$ cat config.mk
export PLATFORM = sky130hd
export DESIGN_NAME = vga_board_arbiter_flat
export DESIGN_NICKNAME = d
export VERILOG_FILES = /design/src/rtl/vga_board_arbiter_if.sv /design/src/rtl/vga_board_arbiter.sv /design/src/flat_wrapper.sv
export SDC_FILE = /design/constraint.sdc
export NUM_CORES = 1
export LEC_CHECK = 0
export BUFFER_PORTS_ARGS = -buffer_cell sky130_fd_sc_hd__buf_2
export CORE_AREA = 2 2 91 93
export CTS_CLUSTER_SIZE = 25
export DETAILED_ROUTE_END_ITERATION = 8
export DIE_AREA = 0 0 93 95
export GPL_ROUTABILITY_DRIVEN = 0
export PLACE_DENSITY = 0.79
export SYNTH_ARGS = -nofsm -noshare
export SYNTH_HDL_FRONTEND = slang
export SYNTH_SLANG_ARGS = --single-unit
$ cat constraint.sdc
create_clock -name dclk -period 2.4 [get_ports dclk]
set_input_delay 0.12 -clock dclk [delete_from_list [all_inputs] [get_ports dclk]]
set_output_delay 0.12 -clock dclk [all_outputs]
set_load 0.01 [all_outputs]
$ cat src/rtl/vga_board_arbiter_if.sv
// Board-access bus between the game engine / VGA pipeline and the tile board arbiter.
// The master side drives timing, read address and requests; the slave side is the arbiter.
interface vga_board_arbiter_if;
    logic [9:0] hc;
    logic [9:0] vc;
    logic [3:0] rd_addr;
    logic [3:0] rd_data;
    logic       wr_req;
    logic [3:0] wr_addr;
    logic [3:0] wr_data;
    logic       wr_ack;
    logic       clr_req;
    logic       clr_ack;
    logic       busy;
    logic       frame_start;

    modport master (
        output hc, vc, rd_addr, wr_req, wr_addr, wr_data, clr_req,
        input  rd_data, wr_ack, clr_ack, busy, frame_start
    );

    modport slave (
        input  hc, vc, rd_addr, wr_req, wr_addr, wr_data, clr_req,
        output rd_data, wr_ack, clr_ack, busy, frame_start
    );
endinterface

$ cat src/rtl/vga_board_arbiter.sv
// 4x4 tile board shared by the game FSM and the VGA renderer.
// Reads are served every cycle; writes and clears only land during vertical blanking.
module vga_board_arbiter #(
    parameter logic [9:0] VBP = 10'd31,
    parameter logic [9:0] VFP = 10'd511
) (
    input logic dclk,
    input logic rst_n,
    vga_board_arbiter_if.slave bus
);

    typedef enum logic [1:0] {
        IDLE,
        CLEAR,
        WACK,
        CACK
    } state_t;

    state_t     state;
    logic [3:0] idx;
    logic [3:0] mem [16];
    logic [3:0] rd_data_q;
    logic       wr_ack_q;
    logic       clr_ack_q;
    logic       busy_q;
    logic       frame_start_q;
    logic       vblank;

    assign vblank = (bus.vc >= VFP) || (bus.vc < VBP);

    // Board ownership FSM; an interrupted clear simply parks idx until blanking returns.
    always_ff @(posedge dclk or negedge rst_n) begin
        if (!rst_n) begin
            state     <= IDLE;
            idx       <= 4'd0;
            wr_ack_q  <= 1'b0;
            clr_ack_q <= 1'b0;
            busy_q    <= 1'b0;
            for (int i = 0; i < 16; i++) begin
                mem[i] <= 4'd0;
            end
        end else begin
            wr_ack_q  <= 1'b0;
            clr_ack_q <= 1'b0;
            case (state)
                IDLE: begin
                    if (vblank && bus.clr_req) begin
                        state  <= CLEAR;
                        idx    <= 4'd0;
                        busy_q <= 1'b1;
                    end else if (vblank && bus.wr_req) begin
                        mem[bus.wr_addr] <= bus.wr_data;
                        state            <= WACK;
                        wr_ack_q         <= 1'b1;
                        busy_q           <= 1'b1;
                    end
                end
                CLEAR: begin
                    if (vblank) begin
                        mem[idx] <= 4'd0;
                        if (idx == 4'd15) begin
                            state     <= CACK;
                            clr_ack_q <= 1'b1;
                        end else begin
                            idx <= idx + 4'd1;
                        end
                    end
                end
                WACK: begin
                    state  <= IDLE;
                    busy_q <= 1'b0;
                end
                CACK: begin
                    state  <= IDLE;
                    idx    <= 4'd0;
                    busy_q <= 1'b0;
                end
                default: begin
                    state  <= IDLE;
                    busy_q <= 1'b0;
                end
            endcase
        end
    end

    // Display port sees the pre-edge contents, so a same-cycle write shows up one cycle later.
    always_ff @(posedge dclk or negedge rst_n) begin
        if (!rst_n) begin
            rd_data_q     <= 4'd0;
            frame_start_q <= 1'b0;
        end else begin
            rd_data_q     <= mem[bus.rd_addr];
            frame_start_q <= (bus.vc == VFP) && (bus.hc == 10'd0);
        end
    end

    assign bus.rd_data     = rd_data_q;
    assign bus.wr_ack      = wr_ack_q;
    assign bus.clr_ack     = clr_ack_q;
    assign bus.busy        = busy_q;
    assign bus.frame_start = frame_start_q;

endmodule

$ cat src/flat_wrapper.sv
// flat-port wrapper written by rule: the top's interface ports become plain ports
module vga_board_arbiter_flat 
#(
    parameter logic [9:0] VBP = 10'd31,
    parameter logic [9:0] VFP = 10'd511
)
  (dclk, rst_n, bus_hc, bus_vc, bus_rd_addr, bus_wr_req, bus_wr_addr, bus_wr_data, bus_clr_req, bus_rd_data, bus_wr_ack, bus_clr_ack, bus_busy, bus_frame_start);
  vga_board_arbiter_if bus_i ();
  input logic dclk;
  input logic rst_n;
  input wire logic [$bits(bus_i.hc)-1:0] bus_hc;
  input wire logic [$bits(bus_i.vc)-1:0] bus_vc;
  input wire logic [$bits(bus_i.rd_addr)-1:0] bus_rd_addr;
  input wire logic [$bits(bus_i.wr_req)-1:0] bus_wr_req;
  input wire logic [$bits(bus_i.wr_addr)-1:0] bus_wr_addr;
  input wire logic [$bits(bus_i.wr_data)-1:0] bus_wr_data;
  input wire logic [$bits(bus_i.clr_req)-1:0] bus_clr_req;
  output wire logic [$bits(bus_i.rd_data)-1:0] bus_rd_data;
  output wire logic [$bits(bus_i.wr_ack)-1:0] bus_wr_ack;
  output wire logic [$bits(bus_i.clr_ack)-1:0] bus_clr_ack;
  output wire logic [$bits(bus_i.busy)-1:0] bus_busy;
  output wire logic [$bits(bus_i.frame_start)-1:0] bus_frame_start;
  assign bus_i.hc = bus_hc;
  assign bus_i.vc = bus_vc;
  assign bus_i.rd_addr = bus_rd_addr;
  assign bus_i.wr_req = bus_wr_req;
  assign bus_i.wr_addr = bus_wr_addr;
  assign bus_i.wr_data = bus_wr_data;
  assign bus_i.clr_req = bus_clr_req;
  assign bus_rd_data = bus_i.rd_data;
  assign bus_wr_ack = bus_i.wr_ack;
  assign bus_clr_ack = bus_i.clr_ack;
  assign bus_busy = bus_i.busy;
  assign bus_frame_start = bus_i.frame_start;
  vga_board_arbiter #(.VBP(VBP), .VFP(VFP)) u_core (.dclk(dclk), .rst_n(rst_n), .bus(bus_i));
endmodule
# Word-level counts from Yosys, hierarchy flattened
# Cells that the tools add are included.
[totals] ff_bits=78 elab_cells=94 out_inout_bits=8 inputBits=36
[classes] n_addsub=1 n_mux=30 bitwise=5 eq_ne=12 n_lt_le_gt_ge=7 n_reduce_logical=16
[ops] op="64-bit 2-to-1 mux" count=3
[ops] op="64-bit case mux with 2 select lines" count=1
[ops] op="64-bit bitwise AND" count=1
[ops] op="64-bit bitwise mux" count=1
[ops] op="64-bit inverter" count=1
[ops] op="4-bit demux with 4-bit select" count=2
[ops] op="4-bit 2-to-1 mux" count=7
[ops] op="4-bit binary-select mux with 4-bit select" count=1
[ops] op="5-bit greater-or-equal comparator (second input constant)" count=3
[ops] op="4-bit inverter with 5-bit output" count=3
[ops] op="4-bit case mux with 3 select lines" count=1
[ops] op="10-bit by 9-bit equality test with 1-bit output (second input constant)" count=1
[ops] op="10-bit by 9-bit greater-or-equal comparator with 1-bit output (second input constant)" count=1
[ops] op="10-bit zero test" count=1
[ops] op="10-bit by 5-bit < comparator with 1-bit output (second input constant)" count=1
[ops] op="5-bit by 1-bit < comparator with 1-bit output (second input constant)" count=2
[ops] op="1-bit 2-to-1 mux" count=8
[ops] op="2-bit 2-to-1 mux" count=4
[ops] op="2-bit by 1-bit inequality test with 1-bit output (second input constant)" count=4
[ops] op="4-bit AND reduction" count=2
[ops] op="2-bit case mux with 3 select lines" count=1
[ops] op="1-bit logical AND" count=5
[ops] op="4-bit by 1-bit adder with 4-bit output (second input constant)" count=1
[ops] op="2-bit equality test (second input constant)" count=2
[ops] op="other kinds (12)" count=14

# Logic depth before layout (Yosys ltp)
[depth] word_depth=9 depth_mapped=9

# Worst setup path before layout
# No wires, ideal clock.
[synth_path] path_type="register to register" start="register u_core.state[1]" end="register u_core.mem[24] in the netlist's numbering" path_stages_with_launch=10 slack_ps=258 arrival_ps=2016 required_time_ps=2274 n_path_buf=2 cell_sequence="dfrtp_1 -> inv_1 -> ha_1 -> clkbuf_1 -> inv_1 -> a2bb2oi_1 -> nor3_4 -> buf_2 -> nand2_1 -> a221o_1"
[synth_via] elab_chain_len=3 word_cells_on_any_way=8 classes_between="eq/ne (4); mux (1); reduce/logical (3)"
[synth_rtl] element="from (decl)" line="vga_board_arbiter.sv:19" rtl="state_t state;"
[synth_rtl] element="from (signal assigned)" line="vga_board_arbiter.sv:34" rtl="state <= IDLE;"
[synth_rtl] element="from (signal assigned)" line="vga_board_arbiter.sv:48" rtl="state <= CLEAR;"
[synth_rtl] element="from (signal assigned)" line="vga_board_arbiter.sv:53" rtl="state <= WACK;"
[synth_rtl] element="2-bit by 1-bit equality test with 1-bit output / 2-bit zero test (equally long branches)" line="vga_board_arbiter.sv:45" rtl="case (state)"
[synth_rtl] element="2-bit by 1-bit inequality test with 1-bit output (no source line), or another cell as far along"
[synth_rtl] element="4-bit AND reduction (no source line)"
[synth_rtl] element="to (signal, indexed assignment)" line="vga_board_arbiter.sv:52" rtl="mem[bus.wr_addr] <= bus.wr_data;"
[synth_rtl] element="to (decl)" line="vga_board_arbiter.sv:21" rtl="logic [3:0] mem [16];"
# Parallel ways exist; a longest one is shown, timed or not.
# A chain may end at the register's enable or synchronous reset.

# Final worst setup path
[layout_path] start="register u_core.state[1]" end="register u_core.mem[13] in the netlist's numbering"
# Same word-level chain as after synthesis.

==> impl_metrics.yaml <==
pwr:
  powerDensity_mw_per_mm2: 741
  power_leakage_uw: 0.00183
  ir_drop_uv: 497
worst_setup_path:
  r2r-start: "u_core.state[1]"
  critPathTopFamily: "simple AND/OR/NAND/NOR gates"
  worst_ep_required_time_ns: 2.64
  r2r-end: "u_core.mem[13]"
  crit_chain: "inv_1 -> ha_2 -> nor2b_4 -> a2bb2oi_1 -> nor3_4 -> buf_12 -> nand2_1 -> a221o_1"
  critPathMaxFanout: 25
  rr_worst_depth: 8
  r2r_slack_ns: 0.13
  path_class: "reg2reg"
  cpPeakStageDelay_ns: 0.41
  crit_arrival_ns: 2.51
  crit_path_top_delay_cell: "dfrtp_1"
  cp-start-kind: "register"
  critPathBufInv: 2
  worst_setup_path_end_kind: "register"
global_route:
  overflow: 0
  grt_antenna_before_repair: 0
  grt_usage_pct: 28.7
  grt_pass1_wl_um: 19300
  grt_pass1_vias: 3839
  grt_max_degree: 79
placed_design:
  placed_cell_area_mm2: 0.00499
  dp_cells: 596
  place_ws_ns: 0.0400
  place_hpwl_um: 8330
  numPortBuffers: 43
detailed_routing:
  route.detailed.drc: 0
  antenna_left: 0
  drt-initial-drc-count: 305
  vias: 4107
  drtPass1Iterations: 7
  totalWireLength_um: 12100
  via_per_inst: 6.67
  post_drt_wl_per_cell_um: 19.7
clocking:
  numCtsBuffers: 9
  h-tree-depth: 3
  tritoncts: "built"
  clkLatencyLatePin_ns: 0.36
  cts_root_buf: "clkbuf_8"
  clock-sinks: 78
  clk_path_buf_depth: 2
  clk_pin_slew_ns: 0.08
timing:
  worst_slew_pin_slew_ns: 0.970
  min_period_ns: 2.27
  fmax_mhz: 441
  rsz0062_at_grt: "no"
  final_hold_viol_count: 0
  setup_viol: 0
  finalCritPeriodShare_pct: 94.4
  relSlewSlack_pct: 35.3
  setup-tns-final_ns: 0
  fin_ws_ns: 0.134
  skew_ns: 0.0127
  slew_violations: 0
floorplanning:
  fp.dieH_um: 95
  placementRows: 33
  ioPinCount: 44
  dieArea_mm2: 0.00884
  coreArea_mm2: 0.00793
  start_util_pct: 58.2
  die_w_um: 93
synthesis:
  ys_seq_area_share_pct: 42.3
  ys_types: 38
  synth_largest_area_cell: "dfrtp_1"
  ys_seq_elements: 78
  synth_fp_nets: 506
  syn_avg_cell_area_um2: 10.0
  yosys_warnings: 0
  synth_area_leaders: "dfrtp_1 42%, a221o_1 14%, mux4_2 9.8%"
  synth_top_area_share_pct: 42.3
  netlist_area_mm2: 0.00462
  synth_cells: 461
final_layout:
  area_growth_pct: 13.2
  fin_area_mm2: 0.00523
  final_cells: 616
  diodes: 0
  final_cell_mix: "78 x dfrtp_1, 71 x nor2_1, 66 x and3_1"
  final_common_cell: "dfrtp_1"
  final_nets: 551
  final_layout_size_suffix_gt1_share_pct: 19.4
run:
  cap_viol_max_count: 0
min_path:
  whs_path_depth: 4
  hold_class: "in2reg"
  min_to: "u_core.bus.frame_start"
  min-delay-start: "bus_hc[4]"
run_status:
  outcome: "complete, no violations"
-- report_power, final --
part | leakage, µW | switching (µW) | internal [µW]
logic | 0.00101 | 758 | 569
clock network | 0.0000899 | 501 | 483
registers | 0.000735 | 119 | 1440
-- worst max path at each step --
stage | slack [ns] | cells after the start | start | to
CTS | 0.02 | 8 | u_core.state[1] | u_core.mem[61]
detailed placement | 0.04 | 8 | u_core.state[0] | u_core.mem[61]
global placement | 0.15 | 8 | u_core.state[0] | u_core.mem[13]
floorplan | 0.26 | 9 | u_core.state[1] | u_core.mem[24]
global route | 0.02 | 8 | u_core.state[1] | u_core.mem[61]
finish | 0.13 | 8 | u_core.state[1] | u_core.mem[13]
-- through the flow --
step                      power (µW)  hold slack (ns)  util [%]
after detailed placement        2870            0.346      62.9
after global routing            4080           0.0352      65.9
after floorplan                 2460           -0.176         -
after CTS                       3850           0.0150      65.7
final                           3870           0.0128      65.9
after global placement          2810            0.327      62.9
-- what timing repair did --
action                                  CTS  global route
buffers inserted                          0             1
hold endpoints to repair                 79             0
hold buffers                              3             0
endpoints found under the setup margin    0            56
gates resized for setup                   0             3
-- cells by family (layout without fill, tap and decap cells) --
group                      Yosys count  in the layout  share of synthesized area (%)
and+or+nand+nor                    231            231                           24.8
AOI/OAI and AO/OA                   87             87                           17.3
DFF                                 78             78                           42.3
buffers and inverters               33             83                           2.79
muxes                               23             23                           10.5
adders and majority gates            9              9                           2.44
-- flip-flops by register name, summed over array words and instances, names as in the netlist --
signal / flops
u_core.mem: 64
u_core.bus.rd_data: 4
u_core.bus.clr_ack: 1
u_core.bus.busy: 1
u_core.bus.wr_ack: 1
u_core.idx: 4
u_core.state: 2
u_core.bus.frame_start: 1
-- tightest hold or removal path, stage by stage --
cell and delay, ns:
buf_2 0.07, nor4_1 0.03, nand4_1 0.07, nor2_1 0.04
-- synthesized netlist by cell type --
master / number
a211oi_1: 1
a211oi_2: 1
a21o_1: 1
a21oi_1: 4
a221o_1: 63
a22o_1: 2
a2bb2oi_1: 1
a31oi_1: 2
and2_0: 1
and3_1: 66
and4_1: 2
and4b_1: 1
buf_2: 3
clkbuf_1: 23
clkbuf_2: 1
dfrtp_1: 78
ha_1: 9
inv_1: 6
mux2_2: 2
mux2i_1: 1
mux4_2: 20
nand2_1: 61
nand2b_1: 1
nand3_1: 6
nand4_1: 4
nand4b_1: 1
nor2_1: 71
nor2b_1: 8
nor3_4: 1
nor4_1: 2
nor4_2: 1
o211ai_1: 4
o21ai_0: 4
o22ai_1: 2
o31a_1: 2
or2_1: 1
or4_1: 3
or4bb_1: 1
-- final cells by class --
| class | count | area (µm²) |
|---|---|---|
| Tap cell | 105 | 131 |
| Fill cell | 643 | 2700 |
| Sequential cell | 78 | 1950 |
| Multi-Input combinational cell | 350 | 2550 |
| Clock buffer | 11 | 131 |
| Clock inverter | 5 | 58.8 |
| Inverter | 6 | 22.5 |
| Timing Repair Buffer | 61 | 385 |
-- routing by layer --
layer | track usage (%) | wire [µm] | up-vias
li1 | - | - | 1856
met1 | 39.4 | 5150 | 2031
met2 | 45.4 | 5770 | 182
met3 | 4.71 | 795 | 38
met4 | 12.9 | 433 | 0
met5 | 0 | 0 | -
Power figures use the tool's default switching activity.
